[config.mk]
export PLATFORM = sky130hd
export DESIGN_NAME = reg_bank
export DESIGN_NICKNAME = d
export VERILOG_FILES = /design/src/rtl/reg_bank.sv
export SDC_FILE = /design/constraint.sdc
export NUM_CORES = 2
export LEC_CHECK = 0
export CAP_MARGIN = 5
export CORE_UTILIZATION = 56
export CTS_CLUSTER_DIAMETER = 50
export CTS_CLUSTER_SIZE = 40
export DETAILED_ROUTE_END_ITERATION = 7
export PLACE_DENSITY = 0.77
export SLEW_MARGIN = 0
export SYNTH_ARGS = -nofsm -noshare
export SYNTH_HDL_FRONTEND = slang
export SYNTH_SLANG_ARGS = --single-unit
[constraint.sdc]
create_clock -name clk -period 3.6 [get_ports clk]
set_input_delay 1.08 -clock clk [delete_from_list [all_inputs] [get_ports clk]]
set_output_delay 1.08 -clock clk [all_outputs]
set_load 0.03 [all_outputs]
[src/rtl/reg_bank.sv]
// ---------------------------------------------------------------------------
// reg_bank - MIPS multicycle general-purpose register file with A/B latches
//
// Purpose:
//   32 x 32-bit register array with two combinational read ports and one
//   write port. It also holds the A/B operand latches that feed the ALU
//   source muxes. Register 0 is hard-wired to zero. Register 29 (the stack
//   pointer) comes out of reset as 0x000000E3. Every other register comes
//   out of reset as zero.
//
// Optional feature:
//   `REGBANK_BYPASS_EN - when defined, a read port whose address matches an
//   active write (RegWrite=1, WriteReg!=0) returns WriteData in the same
//   cycle. The A/B latches then capture the bypassed value. When undefined,
//   the read ports return only the stored array contents.
//
// Ports:
//   clk        in  1  : rising-edge clock
//   reset      in  1  : synchronous active-high reset
//   RegWrite   in  1  : array write enable
//   ReadReg1   in  5  : read port 1 address (rs)
//   ReadReg2   in  5  : read port 2 address (rt)
//   WriteReg   in  5  : write address (rt, rd, 29 or 31)
//   WriteData  in  32 : write data
//   A_load     in  1  : operand latch A load enable
//   B_load     in  1  : operand latch B load enable
//   ReadData1  out 32 : combinational read, port 1
//   ReadData2  out 32 : combinational read, port 2
//   A_out      out 32 : registered operand A
//   B_out      out 32 : registered operand B
// ---------------------------------------------------------------------------
module reg_bank (
    input  logic        clk,
    input  logic        reset,
    input  logic        RegWrite,
    input  logic [4:0]  ReadReg1,
    input  logic [4:0]  ReadReg2,
    input  logic [4:0]  WriteReg,
    input  logic [31:0] WriteData,
    input  logic        A_load,
    input  logic        B_load,
    output logic [31:0] ReadData1,
    output logic [31:0] ReadData2,
    output logic [31:0] A_out,
    output logic [31:0] B_out
);

    localparam logic [31:0] SP_RESET  = 32'h0000_00E3;
    localparam logic [4:0]  SP_ADDR   = 5'd29;
    localparam logic [4:0]  ZERO_ADDR = 5'd0;

    logic [31:0] regs_r [0:31];
    logic [31:0] rd1_s;
    logic [31:0] rd2_s;
    logic [31:0] a_r;
    logic [31:0] b_r;
    logic        wr_en_s;

    // A write to r0 is dropped here, so the r0 storage never changes.
    assign wr_en_s = RegWrite && (WriteReg != ZERO_ADDR);

    // Register array: the reset image (SP preset, all else zero), then writes.
    always_ff @(posedge clk) begin
        if (reset) begin
            for (int i = 0; i < 32; i++) begin
                if (5'(i) == SP_ADDR) begin
                    regs_r[i] <= SP_RESET;
                end else begin
                    regs_r[i] <= 32'h0000_0000;
                end
            end
        end else if (wr_en_s) begin
            regs_r[WriteReg] <= WriteData;
        end else begin
            regs_r[WriteReg] <= regs_r[WriteReg];
        end
    end

    // Read port 1: r0 forced to zero, optional same-cycle write bypass.
    always_comb begin
        rd1_s = 32'h0000_0000;
        if (ReadReg1 == ZERO_ADDR) begin
            rd1_s = 32'h0000_0000;
`ifdef REGBANK_BYPASS_EN
        end else if (wr_en_s && (ReadReg1 == WriteReg)) begin
            rd1_s = WriteData;
`endif
        end else begin
            rd1_s = regs_r[ReadReg1];
        end
    end

    // Read port 2: same rules as port 1.
    always_comb begin
        rd2_s = 32'h0000_0000;
        if (ReadReg2 == ZERO_ADDR) begin
            rd2_s = 32'h0000_0000;
`ifdef REGBANK_BYPASS_EN
        end else if (wr_en_s && (ReadReg2 == WriteReg)) begin
            rd2_s = WriteData;
`endif
        end else begin
            rd2_s = regs_r[ReadReg2];
        end
    end

    // Operand latches capture the read-port value (bypassed if enabled).
    always_ff @(posedge clk) begin
        if (reset) begin
            a_r <= 32'h0000_0000;
            b_r <= 32'h0000_0000;
        end else begin
            if (A_load) begin
                a_r <= rd1_s;
            end else begin
                a_r <= a_r;
            end
            if (B_load) begin
                b_r <= rd2_s;
            end else begin
                b_r <= b_r;
            end
        end
    end

    assign ReadData1 = rd1_s;
    assign ReadData2 = rd2_s;
    assign A_out     = a_r;
    assign B_out     = b_r;

endmodule

==> qor.csv <==
metric;value;unit
vias per cell;6.94;
share of cells above drive strength 1;39.5;%
Clk Latency, worst-skew pair;0.73;ns
Setup TNS Final;-31.92;ns
CTS max path bufs;3;
CP most frequent cell;buf_16;
worst-path cell chain;buf_16 > buf_16 > buf_12 > buf_16 > buf_6 > mux4_2 > a22oi_2 > a22o_1 > buf_12 > nor2_4 > buf_6;
CP Launch Type;input pin;
# clock sinks;1088;
DRC Markers;0;
CP Max Fanout;8;
router iterations before antenna repair;7;
die area;104000;um2
initial antenna violation count;6;
min-delay worst type;reg2reg;
hold buffer count at CTS;0;
synth-to-layout area growth;32.3;%
worst flop-to-flop path endpoint;A_out[0];
gpl congestion;0.982;
outcome;finished, violations left;
distinct cell type count after synthesis;42;
IO Port Bufs;179;
Final #Nets;4962;
CTS tree;built;
commonest non-fill, non-tap cell in the layout;edfxtp_1;
Inserted Clock Buffers;113;
Worst Hold End;A_out[21];
Cells after Synth;4189;
Lkg Pwr;28.6;nW
max_cap viols;0;
share of the synthesized area in the top cell type;53.5;%
final wirelength;216000;um
max-slew violation count;0;
final worst setup slack;-0.771;ns
io pins;180;
fmax;229;MHz
Worst path top cell family by delay;buffers and inverters;
Buf+Inv Stages, Crit Path;7;
Worst R2R Start;regs_r[31][0];
vias in the first global route;42700;
Seq/Total Area, Yosys;55.7;%
clk slew on worst S/H paths;0.07;ns
core area;102000;um2
endpoint class of the critical path;output pin;
clock skew;0.0405;ns
min-delay src;A_out[21];
R2R depth;6;
Seq cells post-synth;1088;
Placement Setup Slack;-1.08;ns
Synth area leaders;edfxtp_1 53%, and2_1 11%, mux4_2 10%;
floorplan row count;117;
Post-synth EDFFs;1024;
pwr dens;452;nW/um2
largest area contributor in the netlist;edfxtp_1;
H-tree Lvls;3;
flop2flop setup slack;1.44;ns
Die W;322;um
Worst EP required;2.52;ns
Max stage delay on crit path;0.52;ns
synthesized cell area;57500;um2
Final Hold Viols;0;
ys async rst share;0;%
GRT Resource Usage Total;39.9;%
hold-critical path depth;2;
placed wire-length estimate;133000;um
Final Critical Period;4.37;ns
Rel. slew slack;16.9;%
commonest cells after routing, fill and taps aside;1024 x edfxtp_1, 989 x and2_1, 516 x buf_4, 402 x mux2i_1, 256 x mux4_2;
Die H;322;um
syn_area_per_cell;13.7;um2
final instance area;76100;um2
failing checks;setup timing;
largest net degree at the start of global routing;69;
Worst Tran Pin Value;1.24;ns
vias after detailed routing;44300;
post-route ant nets;0;
maximum VDD drop;0.426;mV
first-pass GRT wire length;297000;um
routed length per instance;33.8;um
Top FF cell, synth;edfxtp_1;
Final Setup Violations;64;
WP data arrival;3.29;ns
WS Path Type;in2out;
period utilisation layout;121;%
GRT Residual Overflow;0;
Worst path slowest cell;mux4_2;
dpl cell area;65400;um2
Root Driver;clkbuf_16;
Initial Utilization;56.5;%
RSZ-0062 raised after global routing;yes;
Synth Warn #;0;
DRT iter0 DRCs;7381;
hold slack;0.450;ns
worst reg2reg max path, stage by stage (launching register included):
cell and delay [ns]:
edfxtp_1 0.43, mux4_2 0.56, a22o_1 0.31, a211oi_4 0.30
buf_4 0.18, a41o_2 0.18, o21ai_1 0.10
through the flow:
step                      total power [mW]  cells  util [%]
final                                 34.4   6379      74.8
after global routing                  35.0   6378      74.8
after CTS                             33.7   6276      72.8
after detailed placement              20.2   5930      64.2
after global placement                20.1   5930      64.2
after floorplan                       17.8   4220         -
power breakdown:
part / switching [mW] / internal (mW) / total (mW) / leakage (nW)
combinational: 3.50 / 2.93 / 6.43 / 16.4
sequential: 0.454 / 14.5 / 15.0 / 10.3
clock: 5.65 / 7.31 / 13.0 / 1.99
total: 9.61 / 24.8 / 34.4 / 28.6
Yosys cell counts, drive strengths merged, types with 2 or more instances:
cell,instances
edfxtp,1024
and2,1001
mux2i,415
clkbuf,269
mux4,256
buf,166
nand2,121
a22oi,115
mux2,105
o22ai,101
nor2,93
dfxtp,64
a221oi,63
a21oi,56
a22o,53
a211oi,39
o21ai,32
o221ai,32
or2,32
nand2b,29
nor3,22
and3,21
o41ai,21
a41o,15
a32o,11
or3,8
nor2b,7
nand3b,5
or3b,5
a311oi,3
nand3,2
cell families (layout without fill, tap and decap cells):
kind of cell           Yosys count  count (layout)  synth area share, %
AO/OA/AOI/OAI                  541             541                 7.22
buffers and inverters          435            1224                 3.99
flip-flops                    1088            1088                 55.7
multiplexers                   776             776                 19.3
other                            1              34              0.00652
AND/OR/NAND/NOR               1348            1348                 13.8
per-layer routing:
metal / GRT usage (%) / vias to the layer above / part of all wire (%)
met4: 19.2 / 8 / 6.1
met3: 14.2 / 957 / 16
met2: 60.6 / 4157 / 45
met5: 0.463 / - / 0.045
met1: 51.1 / 21800 / 33
li1: - / 17400 / -
cell type report:
cell class / instances / area [um2]
Antenna cell: 2 / 5.00
Clock buffer: 124 / 2930
Sequential cell: 1088 / 32000
Fill cell: 5634 / 25700
Multi-Input combinational cell: 2697 / 26700
Timing Repair Buffer: 1010 / 11600
Clock inverter: 90 / 1170
Tap cell: 1368 / 1710
flip-flops by register name (all words and copies together) (netlist names):
signal  flops
B_out      32
A_out      32
regs_r   1024
worst max path at each step:
stage | start | to | slack [ns] | cells after the start
after floorplan | ReadReg1[1] | ReadData1[30] | -0.003 | 7
after detailed placement | ReadReg2[4] | ReadData2[0] | -1.08 | 10
after CTS | ReadReg1[0] | ReadData1[0] | -0.66 | 10
final | ReadReg1[0] | ReadData1[16] | -0.77 | 11
after global placement | ReadReg1[0] | ReadData1[0] | -1.12 | 10
after global routing | ReadReg1[0] | ReadData1[16] | -0.74 | 11
what timing repair did:
action	4_1_cts	5_1_grt
pin swaps	164	159
buffers inserted	125	124
endpoints found under the setup margin	64	64
resized for setup	629	213
cloned	25	8
(Power assumes the default switching activity.)
